$ cat src/rtl/wave_sequencer.sv
// Wavetable playback sequencer: turns SPI commands into sample-rate read strobes and addresses.
// Optional macro CMD_SYNC_EN: cmd_valid is treated as asynchronous and edge-detected after a 2-flop synchronizer.
module wave_sequencer #(
  parameter int ADDR_W = 8,
  parameter int DIV_W  = 16,
  parameter int DIV0   = 1000,
  parameter int DIV1   = 500,
  parameter int DIV2   = 250,
  parameter int DIV3   = 125
) (
  input  logic              clk,
  input  logic              rst,
  input  logic [3:0]        cmd,
  input  logic              cmd_valid,
  output logic [ADDR_W+1:0] mem_addr,
  output logic              mem_rd_en,
  output logic              running,
  output logic              pending
);

  typedef enum logic [1:0] {IDLE = 2'd0, SWITCH = 2'd1, RUN = 2'd2} state_t;

  localparam logic [3:0]       STOP = 4'b1111;
  localparam logic [DIV_W-1:0] LIM0 = DIV_W'(DIV0 - 1);
  localparam logic [DIV_W-1:0] LIM1 = DIV_W'(DIV1 - 1);
  localparam logic [DIV_W-1:0] LIM2 = DIV_W'(DIV2 - 1);
  localparam logic [DIV_W-1:0] LIM3 = DIV_W'(DIV3 - 1);

  function automatic logic [DIV_W-1:0] div_lim(input logic [1:0] code);
    case (code)
      2'd0:    return LIM0;
      2'd1:    return LIM1;
      2'd2:    return LIM2;
      default: return LIM3;
    endcase
  endfunction

  state_t            state;
  logic [DIV_W-1:0]  divider;
  logic [ADDR_W-1:0] sample_idx;
  logic [ADDR_W-1:0] idx_next;
  logic [1:0]        wave;
  logic [1:0]        rate;
  logic [3:0]        pend_cmd;
  logic              cap;
  logic              in_run;
  logic              tick;
  logic              wrap_take;
  logic              consume;
  logic              do_switch;

`ifdef CMD_SYNC_EN
  logic vld_p0, vld_p1, vld_p2, strobe;

  // Stage boundary: two synchronizer flops, an edge-history flop and a registered capture strobe.
  always_ff @(posedge clk or negedge rst) begin
    if (!rst) begin
      vld_p0 <= 1'b0;
      vld_p1 <= 1'b0;
      vld_p2 <= 1'b0;
      strobe <= 1'b0;
    end else begin
      vld_p0 <= cmd_valid;
      vld_p1 <= vld_p0;
      vld_p2 <= vld_p1;
      strobe <= vld_p1 & ~vld_p2;
    end
  end

  assign cap = strobe;
`else
  assign cap = cmd_valid;
`endif

  assign idx_next = sample_idx + ADDR_W'(1);

  always_comb begin
    in_run    = (state != IDLE);
    tick      = in_run && (divider == div_lim(rate));
    // A held command is applied only where the wrap-to-zero tick would have been.
    wrap_take = tick && pending && (sample_idx == '1);
    consume   = (pending && !in_run) || wrap_take;
    do_switch = consume && (pend_cmd != STOP);
  end

  always_ff @(posedge clk or negedge rst) begin
    if (!rst) begin
      state      <= IDLE;
      divider    <= '0;
      sample_idx <= '0;
      wave       <= '0;
      rate       <= '0;
      pend_cmd   <= '0;
      pending    <= 1'b0;
      mem_addr   <= '0;
      mem_rd_en  <= 1'b0;
      running    <= 1'b0;
    end else begin
      if (cap) begin
        pend_cmd <= cmd;
        pending  <= 1'b1;
      end else if (consume) begin
        pending  <= 1'b0;
      end

      if (do_switch) begin
        state      <= SWITCH;
        wave       <= pend_cmd[3:2];
        rate       <= pend_cmd[1:0];
        divider    <= '0;
        sample_idx <= '0;
        mem_addr   <= {pend_cmd[3:2], {ADDR_W{1'b0}}};
        mem_rd_en  <= 1'b1;
        running    <= 1'b1;
      end else if (wrap_take) begin
        state      <= IDLE;
        divider    <= '0;
        sample_idx <= '0;
        mem_addr   <= '0;
        mem_rd_en  <= 1'b0;
        running    <= 1'b0;
      end else if (tick) begin
        state      <= RUN;
        divider    <= '0;
        sample_idx <= idx_next;
        mem_addr   <= {wave, idx_next};
        mem_rd_en  <= 1'b1;
      end else begin
        if (in_run) begin
          state   <= RUN;
          divider <= divider + DIV_W'(1);
        end
        mem_rd_en <= 1'b0;
      end
    end
  end

endmodule
$ cat config.mk
export PLATFORM = sky130hd
export DESIGN_NAME = wave_sequencer
export DESIGN_NICKNAME = d
export VERILOG_FILES = /design/src/rtl/wave_sequencer.sv
export SDC_FILE = /design/constraint.sdc
export NUM_CORES = 1
export LEC_CHECK = 0
export BUFFER_PORTS_ARGS = -buffer_cell sky130_fd_sc_hd__buf_4
export CAP_MARGIN = 30
export CORE_ASPECT_RATIO = 1.1
export CORE_UTILIZATION = 59
export CTS_CLUSTER_SIZE = 25
export DETAILED_ROUTE_END_ITERATION = 6
export PLACE_DENSITY = 0.84
export SLEW_MARGIN = 5
export SYNTH_ARGS = -nofsm -noshare
export SYNTH_HDL_FRONTEND = slang
export SYNTH_SLANG_ARGS = --single-unit
$ cat constraint.sdc
create_clock -name clk -period 2.7 [get_ports clk]
set_clock_uncertainty 0.15 [all_clocks]
set_input_delay 0.27 -clock clk [delete_from_list [all_inputs] [get_ports clk]]
set_output_delay 0.27 -clock clk [all_outputs]
set_load 0.05 [all_outputs]
==> impl_results.md <==
- Result of the run: finished, final reports clean
- Slowest stage cell, crit path: a2111o_1
- Number of buffers added by the clock tree synthesis step: 5
- Proportion of layout cells with a drive suffix above 1: between 15 and 20%
- Nature of the critical path endpoint: flip-flop
- Summed negative setup slack over all endpoints: 0 ps
- Shortest clock period the worst path allows after layout: ~2500 ps
- Worst VDD drop: a little under 0.6 mV
- Class of the most critical hold timing path: in -> async
- Number of flip-flops and latches in the synthesized netlist: 39
- Final routed wire length divided by cell count: approximately 15 um
- Leakage power figure: roughly 1.1 nW
- Number of endpoints with negative hold slack in the final report: 0
- Post-detailed-route via-to-cell ratio: 6.00
- Count of pins on the block boundary: 20
- CTS tree: built
- Starting Density: between 60% and 70%
- Mean cell area of the mapped netlist: ~9.5 um^2
- Longest Clk Path Bufs: 2
- Final worst-path cycle share: between 90% and 100%
- Number of global-route vias before repair: 1,771
- Area growth syn-to-layout: 16.6%
- Clock transition at the registers of the reported paths: 130 ps
- Total gr overflow: 0
- Main flop type after synthesis: dfrtp_1
- Post-synthesis cell type count: 53
- Total GRT Usage: 26.5%
- Setup-violating endpoint count in the final report: 0
- Util after Layout: around 74%
- Total count of max-transition violations in the final report: 0
- Clock Sinks: 39
- Total routed wirelength: ~4700 um
- Die Outline Area: 3930 um^2
- Final routed DRC violation total: 0
- Number of vias after detailed routing: 1,825
- Summed instance area of the synthesized netlist: approximately 2200 um^2
- CP Cell Sequence: inv_1, ha_1, xnor2_1, a41oi_1, a2111o_1, buf_12, or4b_4, a21oi_2
- Critical setup path kind: reg -> reg
- Max Fclk: 398 MHz
- Critical path's largest stage delay: just over 500 ps
- Final weighted congestion of routability-driven global placement: 0.832
- Clock Root Buffer: clkbuf_4
- Syn nets: approximately 240
- Worst-path fanout max: 26
- Drt first-iter violations: between 70 and 80
- Crit path required time: 2840 ps
- Worst slew pin tran: just under 500 ps
- Number of flops mapped to enable cells by yosys: 0
- HPWL Detailed: between 3000 and 4000 um
- Antenna violation net count after detailed routing: 0
- Data arrival time of the worst path: approximately 2700 ps
- Largest net degree at the start of global routing: 40
- Seq/Total Area, Yosys: 44.9%
- Number of gates resized after CTS: 0
- Power per standard cell area: approximately 700 nW/um^2
- Commonest cells in the synthesized netlist: 39 x dfrtp_1, 23 x nand2_1, 14 x inv_1
- Wire length of the first global-routing pass: ~7700 um
- Diodes inserted: 0
- Synth top area cells: dfrtp_1 45%, nand2_1 4.0%, ha_1 3.5%
- Placeable core area: 3440 um^2
- Area share of the leading cell type in the synthesized netlist: between 40% and 50%
- Vertical die dimension: 65.7 um
- Leading area contributor after synthesis: dfrtp_1
- Final nets: 268
- Number of antenna violations at the first check in global routing: 0
- Cell row count: 22
- Unrepaired setup endpoints after global routing: no
- Clock H-tree levels: 2
- Cell with the most instances after synthesis: dfrtp_1
- Fill cells: around 260
- Worst reg-to-reg path cell count: 8
- Async S/R FF share, synth: 100%
- Remaining max-slew budget at the tightest pin: 67.6%
- Yosys warning count: 0
- Number of standard cells after synthesis: between 200 and 250
- Sort of element at the start of the critical path: flip-flop
- Number of input and output port buffers inserted: 19
- Worst-Skew Late Latency: between 300 and 400 ps
- # Max-Cap Violations: 0
- DIE WIDTH: 59.9 um
- Number of search-and-repair iterations in the first detailed-routing pass: 4
per-stage QoR:
step                cells  power [mW]  setup WS [ps]  hold slack (ps)  cell area [um^2]
floorplan             228        1.12            276             -176              2180
global placement      290        1.25            274              115              2370
detailed placement    290        1.27            216              115              2370
CTS                   302        1.76            180            0.407              2520
global route          304        1.85           80.5              299              2540
finish                304        1.76            191              249              2540
critical path: cells and delay by family, from the launching register on:
family                     cells  cell delay [ps]
buffers and inverters          2              280
adders and majority gates      1              210
xor gates and xnor gates       1              130
AOI/OAI and AO/OA              3              780
DFF                            1              420
and+or+nand+nor                1              480
registers in the layout (all words and copies together), names as in the netlist, 2 cells and up:
register  cells
pend_cmd      4
wave          2
mem_addr     10
divider      16
state         2
rate          2
layout by cell type (no fill, tap or decap), drive strengths merged, types with 2 or more instances in the layout:
master,n
mux2,8
dfrtp,39
inv,14
or3,4
mux2i,5
nor4bb,2
bufinv,2
nand3,10
o22ai,6
a21oi,11
and3,5
clkbuf,5
nand2b,2
ha,6
a31oi,6
nand4,11
o21ai,12
nor2,13
and2,3
dlygate4sd3,6
buf,26
nand2,23
o311ai,3
or2,5
nor4,3
nor3,2
or4b,2
routing by layer:
metal | global-route usage (%) | routed length [um] | vias to the layer above
met2 | 45.6 | 2330 | 52
met1 | 32.3 | 2050 | 880
li1 | - | - | 885
met4 | 11.0 | 65 | 0
met5 | 0 | 0 | -
met3 | 4.13 | 209 | 8
kinds of logic (layout without fill, tap and decap cells):
family | count (synthesis) | after routing | share of synthesized area [%]
AOI/OAI and AO/OA | 50 | 50 | 15.6
DFF | 39 | 39 | 44.9
and+or+nand+nor | 92 | 92 | 23.2
buffers and inverters | 26 | 54 | 5.69
adders and majority gates | 6 | 6 | 3.45
xor gates and xnor gates | 2 | 2 | 0.805
muxes | 13 | 13 | 6.44
final cells by class:
type | count | area, um^2 | area share, %
multi-input combinational | 163 | 1080 | 42.4
sequential | 39 | 976 | 38.5
timing repair buffer | 32 | 268 | 10.6
clock inverter | 3 | 67.6 | 2.66
tap | 48 | 60.1 | 2.37
inverter | 14 | 52.6 | 2.07
clock buffer | 5 | 37.5 | 1.48
path summary, 6_finish.rpt:
path                          endpoint  slack (ps)    start
setup / recovery           mem_addr[7]         190  rate[0]
min in group clk               running         370  running
max in group asynchronous  mem_addr[6]        1810      rst
setup reg to reg           mem_addr[7]         190  rate[0]
hold reg to reg                running         370  running
hold / removal               mem_rd_en         250      rst
power breakdown:
| part | switching, mW | total (mW) | leakage (nW) | internal [mW] |
|---|---|---|---|---|
| clock | 0.211 | 0.498 | 0.0514 | 0.288 |
| sequential | 0.116 | 0.799 | 0.500 | 0.683 |
| combinational | 0.264 | 0.467 | 0.539 | 0.203 |
repair_timing:
| item | 4_1_cts | 5_1_grt |
|---|---|---|
| hold endpoints to repair | 42 | 2 |
| hold buffers | 4 | 2 |
| setup buffers | 0 | 0 |
No activity file was read; power rests on OpenSTA's default activity.
